==> src/rtl/pmod_hygro_pkg.sv <==
// Shared constants and clear-handshake state type for the Pmod HYGRO GPIO capture block.
package pmod_hygro_pkg;

  localparam int unsigned PIN_W = 2;
  localparam int unsigned CNT_W = 16;

  typedef enum logic {
    CLR_IDLE = 1'b0,
    CLR_ACK  = 1'b1
  } clr_state_e;

endpackage

==> src/rtl/pmod_hygro_debounce.sv <==
// One-bit input conditioner: SYNC_STAGES-deep synchronizer followed, when
// PMOD_HYGRO_DEBOUNCE_EN is defined, by a saturating stability counter.
module pmod_hygro_debounce
  import pmod_hygro_pkg::*;
#(
  parameter int unsigned SYNC_STAGES     = 2,
  parameter int unsigned DEBOUNCE_CYCLES = 1000
) (
  input  logic clk,
  input  logic rst,
  input  logic pin_i,
  output logic level_o
);

  // Elaboration-time parameter range guards
  if (SYNC_STAGES < 2 || SYNC_STAGES > 4) begin : g_bad_sync
    $error("pmod_hygro_debounce: SYNC_STAGES must be 2..4");
  end
  if (DEBOUNCE_CYCLES == 0 || DEBOUNCE_CYCLES > 65535) begin : g_bad_deb
    $error("pmod_hygro_debounce: DEBOUNCE_CYCLES must be 1..65535");
  end

  logic [SYNC_STAGES-1:0] sync_q;
  logic [SYNC_STAGES-1:0] sync_d;

  always_comb begin
    sync_d = {sync_q[SYNC_STAGES-2:0], pin_i};
  end

  always_ff @(posedge clk or posedge rst) begin
    if (rst) begin
      sync_q <= '0;
    end else begin
      sync_q <= sync_d;
    end
  end

`ifdef PMOD_HYGRO_DEBOUNCE_EN
  localparam logic [CNT_W-1:0] CNT_LAST = CNT_W'(DEBOUNCE_CYCLES - 1);

  logic [CNT_W-1:0] cnt_q;
  logic [CNT_W-1:0] cnt_d;
  logic             level_q;
  logic             level_d;

  // Count cycles the synchronized input disagrees with the held level
  always_comb begin
    cnt_d   = '0;
    level_d = level_q;
    if (sync_q[SYNC_STAGES-1] != level_q) begin
      if (cnt_q == CNT_LAST) begin
        level_d = ~level_q;
      end else if (cnt_q != '1) begin
        cnt_d = cnt_q + CNT_W'(1);
      end else begin
        cnt_d = cnt_q;
      end
    end
  end

  always_ff @(posedge clk or posedge rst) begin
    if (rst) begin
      cnt_q   <= '0;
      level_q <= 1'b0;
    end else begin
      cnt_q   <= cnt_d;
      level_q <= level_d;
    end
  end

  assign level_o = level_q;
`else
  assign level_o = sync_q[SYNC_STAGES-1];
`endif

endmodule

==> src/rtl/pmod_hygro_gpio_capture.sv <==
// Pmod HYGRO GPIO capture: synchronize/debounce two pins, detect edges, keep sticky
// status with a valid/ready clear and a masked level interrupt. Option: PMOD_HYGRO_DEBOUNCE_EN.
module pmod_hygro_gpio_capture
  import pmod_hygro_pkg::*;
#(
  parameter int unsigned SYNC_STAGES     = 2,
  parameter int unsigned DEBOUNCE_CYCLES = 1000
) (
  input  logic             clk,
  input  logic             rst,
  input  logic [PIN_W-1:0] gpio_top_i,
  output logic [PIN_W-1:0] level_o,
  output logic [PIN_W-1:0] rise_o,
  output logic [PIN_W-1:0] fall_o,
  input  logic [PIN_W-1:0] irq_en_i,
  output logic [PIN_W-1:0] status_o,
  input  logic             clr_valid_i,
  input  logic [PIN_W-1:0] clr_mask_i,
  output logic             clr_ready_o,
  output logic             irq_o
);

  logic [PIN_W-1:0] level;
  logic [PIN_W-1:0] level_dly_q, level_dly_d;
  logic [PIN_W-1:0] rise_q, rise_d;
  logic [PIN_W-1:0] fall_q, fall_d;
  logic [PIN_W-1:0] status_q, status_d;
  logic [PIN_W-1:0] clr_bits;
  logic             irq_q, irq_d;
  logic             clr_ready_q, clr_ready_d;
  clr_state_e       state_q, state_d;

  for (genvar i = 0; i < int'(PIN_W); i++) begin : g_pin
    pmod_hygro_debounce #(
      .SYNC_STAGES    (SYNC_STAGES),
      .DEBOUNCE_CYCLES(DEBOUNCE_CYCLES)
    ) u_debounce (
      .clk    (clk),
      .rst    (rst),
      .pin_i  (gpio_top_i[i]),
      .level_o(level[i])
    );
  end

  // Clear handshake: status is cleared on the edge that raises clr_ready_o
  always_comb begin
    state_d     = state_q;
    clr_ready_d = 1'b0;
    clr_bits    = '0;
    case (state_q)
      CLR_IDLE: begin
        if (clr_valid_i) begin
          state_d     = CLR_ACK;
          clr_ready_d = 1'b1;
          clr_bits    = clr_mask_i;
        end
      end
      CLR_ACK: begin
        state_d = CLR_IDLE;
      end
      default: begin
        state_d = CLR_IDLE;
      end
    endcase
  end

  // Edge detect, sticky status (set beats clear) and interrupt
  always_comb begin
    level_dly_d = level;
    rise_d      = level & ~level_dly_q;
    fall_d      = ~level & level_dly_q;
    status_d    = (status_q & ~clr_bits) | rise_q | fall_q;
    irq_d       = |(status_q & irq_en_i);
  end

  always_ff @(posedge clk or posedge rst) begin
    if (rst) begin
      state_q     <= CLR_IDLE;
      clr_ready_q <= 1'b0;
      level_dly_q <= '0;
      rise_q      <= '0;
      fall_q      <= '0;
      status_q    <= '0;
      irq_q       <= 1'b0;
    end else begin
      state_q     <= state_d;
      clr_ready_q <= clr_ready_d;
      level_dly_q <= level_dly_d;
      rise_q      <= rise_d;
      fall_q      <= fall_d;
      status_q    <= status_d;
      irq_q       <= irq_d;
    end
  end

  assign level_o     = level;
  assign rise_o      = rise_q;
  assign fall_o      = fall_q;
  assign status_o    = status_q;
  assign clr_ready_o = clr_ready_q;
  assign irq_o       = irq_q;

endmodule

==> config.mk <==
export PLATFORM = sky130hd
export DESIGN_NAME = pmod_hygro_gpio_capture
export DESIGN_NICKNAME = d
export VERILOG_FILES = /design/src/rtl/pmod_hygro_pkg.sv /design/src/rtl/pmod_hygro_debounce.sv /design/src/rtl/pmod_hygro_gpio_capture.sv
export SDC_FILE = /design/constraint.sdc
export NUM_CORES = 1
export LEC_CHECK = 0
export ABC_AREA = 1
export BUFFER_PORTS_ARGS = -buffer_cell sky130_fd_sc_hd__buf_2
export CORE_AREA = 5 5 42 44
export CTS_CLUSTER_SIZE = 10
export DETAILED_ROUTE_END_ITERATION = 10
export DIE_AREA = 0 0 47 49
export GPL_ROUTABILITY_DRIVEN = 0
export PLACE_DENSITY_LB_ADDON = 0.1
export SYNTH_ARGS = -nofsm -noshare
export SYNTH_HDL_FRONTEND = slang
export SYNTH_SLANG_ARGS = --single-unit
==> constraint.sdc <==
create_clock -name clk -period 0.8 [get_ports clk]
set_input_delay 0.04 -clock clk [delete_from_list [all_inputs] [get_ports clk]]
set_output_delay 0.04 -clock clk [all_outputs]
set_load 0.02 [all_outputs]
# After elaboration in Yosys (flattened, before gate mapping)
# Index checks and enable logic that the tools add are counted.
word_totals:
  ff_bits: 15
  inputBits: 9
  out_inout_bits: 10
  word_cells: 25
classes:
  muxes: 5
  bitwise_logic: 10
  n_reduce_logical: 1
ops:
  columns: ["op", "n"]
  rows:
  - ["bitwise AND 2 bit", 4]
  - ["inverter 2 bit", 3]
  - ["two-way mux 2 bit", 2]
  - ["OR 2 bit", 2]
  - ["two-way mux 1 bit", 2]
  - ["case mux 1 bit (2 select lines)", 1]
  - ["OR reduction 2 bit", 1]
  - ["inverter 1 bit", 1]

# Logic depth before layout (Yosys ltp)
logic_depth:
  ltp_word: 6
  ltp_mapped: 4
  mapped_depth_nobuf: 4

# Hierarchy
# Synthesis repeated with hierarchy kept, for this count alone.
hier_totals:
  cells_unflattened: 39
  hier_area_um2: 446.7
by_module_without_submodules:
  columns: ["module", "n_inst", "cells_each", "area_per_inst_um2", "seq_area_each_um2"]
  rows:
  - ["pmod_hygro_gpio_capture", 1, 33, 339.1, 250.2]
  - ["pmod_hygro_debounce", 2, 3, 53.8, 50.0]

# Least setup slack after synthesis
# OpenSTA, ideal clock, no wires.
synth_timing:
  path_kind: "register to register"
  start: "register clr_ready_o (netlist name)"
  end: "register status_q[0] (netlist: status_o[0])"
  setup_ns: 0.118
  arrival_ns: 0.683
  required_ns: 0.682
  setup_slack_ns: -0.001
  stages_incl_launch_ff: 5
  path_buffers: 0
  period_less_slack_ns: 0.801
  path_cell_list: "dfrtp_1 > inv_1 > nand3_1 > nand2_1 > nand2_1"
synth_lines:
  columns: ["element", "line", "rtl"]
  rows:
  - ["end signal, assigned", "pmod_hygro_gpio_capture.sv:91", "status_q <= status_d;"]
  - ["end, declared", "pmod_hygro_gpio_capture.sv:27", "logic [PIN_W-1:0] status_q, status_d;"]

# Final worst setup path
layout_timing:
  start: "register clr_ready_q (netlist: clr_ready_o)"
  end: "output port clr_ready_o"
layout_lines:
  columns: ["element", "line", "rtl"]
  rows:
  - ["start, declared", "pmod_hygro_gpio_capture.sv:30", "logic clr_ready_q, clr_ready_d;"]
  - ["start signal, assigned", "pmod_hygro_gpio_capture.sv:87", "clr_ready_q <= clr_ready_d;"]
  - ["end, declared", "pmod_hygro_gpio_capture.sv:19", "output logic clr_ready_o,"]
# No word-level cell between the ends.

==> flow_metrics.py <==
metrics = {
    "setup_path": {
        "crit_fanout": 3,
        "r2r_end": "status_o[1]",
        "cp.depth": 1,
        "slowest_delay_ns": 0.42,
        "cp_cell_sequence": "buf_6",
        "setup.worst_path.class": "reg -> out",
        "cp_data_arrival_time_ns": 0.82,
        "cpMaxStageDelayCell": "dfrtp_2",
        "reg2reg_depth": 3,
        "critPathBufInv": 1,
        "cp-start-kind": "flop",
        "rrSetupSlack_ns": 0.03,
        "required_ns": 0.76,
        "path_delay_family": "flip-flops",
        "reg2reg_from": "rise_o[1]",
        "end_kind": "output pin",
    },
    "die": {
        "ioPinCount": 19,
        "start_util_pct": 32.4,
        "die_w_um": 47,
        "die_h_um": 49,
        "die-area_um2": 2300,
        "coreArea_um2": 1400,
        "core.rowCount": 14,
    },
    "synthesis": {
        "syn_nets": 48,
        "synth_xor_area_share_pct": 0,
        "ys_seq_area_share_pct": 77.1,
        "ys_top_cells_by_area": "dfrtp_1 77%, inv_1 5.8%, nand2_1 5.8%",
        "synth.most_common_cell": "dfrtp_1",
        "synth_top_area_share_pct": 77.1,
        "ys.flop_type": "dfrtp_1",
        "synth_cell_types": 6,
        "yosys.area_share.simple_pct": 13.8,
        "synth_top_family_by_area": "simple AND/OR/NAND/NOR gates",
        "syn_area_um2": 454,
        "synth_area_leader_cell": "dfrtp_1",
        "synth_mux_area_share_pct": 0,
        "synth_compound_area_share_pct": 0,
        "synth_adder_area_share_pct": 0,
        "syn_inst": 39,
        "avgSynthCellArea_um2": 11.6,
        "ys_warn_count": 0,
        "yosys-top-cells-count": "14 x dfrtp_1, 7 x inv_1, 7 x nand2_1, 7 x nor2_1",
        "async_flop_share_pct": 100,
        "ys_ff_latch": 14,
        "synth_edf_count": 0,
    },
    "global_route": {
        "grt_max_degree": 15,
        "grt_usage_pct": 8.73,
        "antenna_found_initial": 0,
        "grt_pass1_vias": 353,
        "grt_remaining_overflow": 0,
        "grt_pass1_wl_um": 1420,
    },
    "routing": {
        "postRouteAntennaNets": 0,
        "first_pass_iters": 2,
        "drc_errors": 0,
        "wl_per_cell_um": 9.28,
        "vias": 347,
        "avgViaCountPerCell": 3.94,
        "wl_um": 817,
        "drtIter0Drc": 1,
    },
    "pwr": {
        "power.share.switching_pct": 23.3,
        "comb_power_share_pct": 17.3,
        "p_seq_share_pct": 55.2,
        "power.internal_mw": 1.08,
        "clockPowerShare_pct": 27.5,
        "peakVddDrop_mv": 0.955,
        "p_sw_mw": 0.328,
        "leakagePower_nw": 0.405,
        "power_density_nw_per_um2": 1860,
    },
    "outcome": {
        "outcome": "finished with violations",
        "violations": "setup timing",
    },
    "timing": {
        "hold-worst-slack_ns": 0.0425,
        "slew_violations": 0,
        "post-route-period-util_pct": 108,
        "fmax_mhz": 1160,
        "max-slew-margin-rel_pct": 88.4,
        "setup_slack_ns": -0.0625,
        "finalHoldViolations": 0,
        "rsz0062_at_grt": "true",
        "finClkSkew_ns": 0.00442,
        "tightestPinTransition_ns": 0.174,
        "setup_viol": 10,
        "min_period_ns": 0.863,
    },
    "clock_network": {
        "htreeDepth": 1,
        "cts_root_buf": "clkbuf_4",
        "cts_tree": "built",
        "cts_buffer_depth": 2,
        "clock-sinks": 14,
        "cts.clk_slew.worst_paths_ns": 0.08,
        "numCtsBuffers": 3,
        "clk_latency_ns": 0.27,
    },
    "hold_path": {
        "hold_path.startpoint": "clr_mask_i[0]",
        "whs_path_depth": 4,
        "hold_end": "status_o[0]",
        "hold_class": "in -> reg",
    },
    "placed_design": {
        "place_ws_ns": 0.0586,
        "place_area_um2": 558,
        "place_hpwl_um": 550,
        "io_buffers": 18,
    },
    "cells_and_area": {
        "nNetsFinal": 82,
        "design_area_um2": 758,
        "diodes": 0,
        "syn2layout_area_growth_pct": 66.9,
        "drive_gt1_share_pct": 41.7,
    },
    "job": {
        "max-cap-violations": 0,
    },
}
## layer usage
metal / up-vias / share of wire [%] / GRT usage, %
met5: - / 0 / 0
met4: 0 / 0.49 / 5.53
met3: 2 / 11 / 3.69
met2: 13 / 47 / 13.6
met1: 153 / 41 / 9.26
li1: 179 / - / -
## flip-flops by register name, indices dropped and copies added, names as in the netlist
register and flops:
g_pin.u_debounce.sync_q 4, rise_o 2, level_dly_q 2, irq_o 1, status_o 2, clr_ready_o 1
fall_o 2
## cells in the final DEF (no fill, tap or decap), drive strengths merged
master	instances
dfrtp	14
nand2	7
inv	7
buf	25
clkbuf	4
dlygate4sd3	6
nand3	2
nor2	7
## how the worst max path moves through the flow
stage / start / to / slack [ns]
6_report: clr_ready_o / clr_ready_o / -0.06
5_1_grt: clr_ready_o / clr_ready_o / -0.11
4_1_cts: clr_ready_o / clr_ready_o / -0.08
3_5_place_dp: clr_ready_o / status_o[0] / 0.06
3_3_place_gp: clr_ready_o / status_o[0] / 0.07
2_1_floorplan: clr_ready_o / status_o[0] / 0.02
## cell type report
class	instances	area, um^2
inverter	7	26.3
timing repair buffer	31	269
fill	129	643
tap	16	20.0
multi-input combinational	16	65.1
clock buffer	4	26.3
sequential	14	352
## stage by stage
stage	cells	setup TNS [ns]	power, mW	utilization, %
after floorplan	39	0	0.877	-
after global placement	72	0	0.938	39.8
after detailed placement	72	0	0.939	39.8
after CTS	86	-0.537	1.43	52.1
after global routing	88	-0.887	1.52	54.1
final	88	-0.372	1.41	54.1
## cells by family after synthesis
group,after synthesis
flops,14
simple gates,16
buf+inv,9
## power groups by stage
stage          logic [mW]  registers, mW  clock network (mW)
6_report            0.243          0.778               0.388
3_5_place_dp        0.151          0.788                   0
5_1_grt             0.267          0.783               0.466
3_3_place_gp        0.151          0.787                   0
4_1_cts             0.234          0.777               0.420
2_1_floorplan      0.0547          0.822                   0
## timing repair
action / in CTS / in global routing
hold endpoints to repair: 18 / 0
buffers inserted: 4 / 2
hold buffers: 6 / 0
pin swaps: 0 / 0
gates resized for setup: 18 / 4
endpoints found under the setup margin: 10 / 12
## tightest hold or removal path, cell delays in order
cell     delay (ns)
buf_2          0.07
nand3_1        0.07
nand2_1        0.05
nand2_1        0.04
No activity file was read; power rests on OpenSTA's default activity.
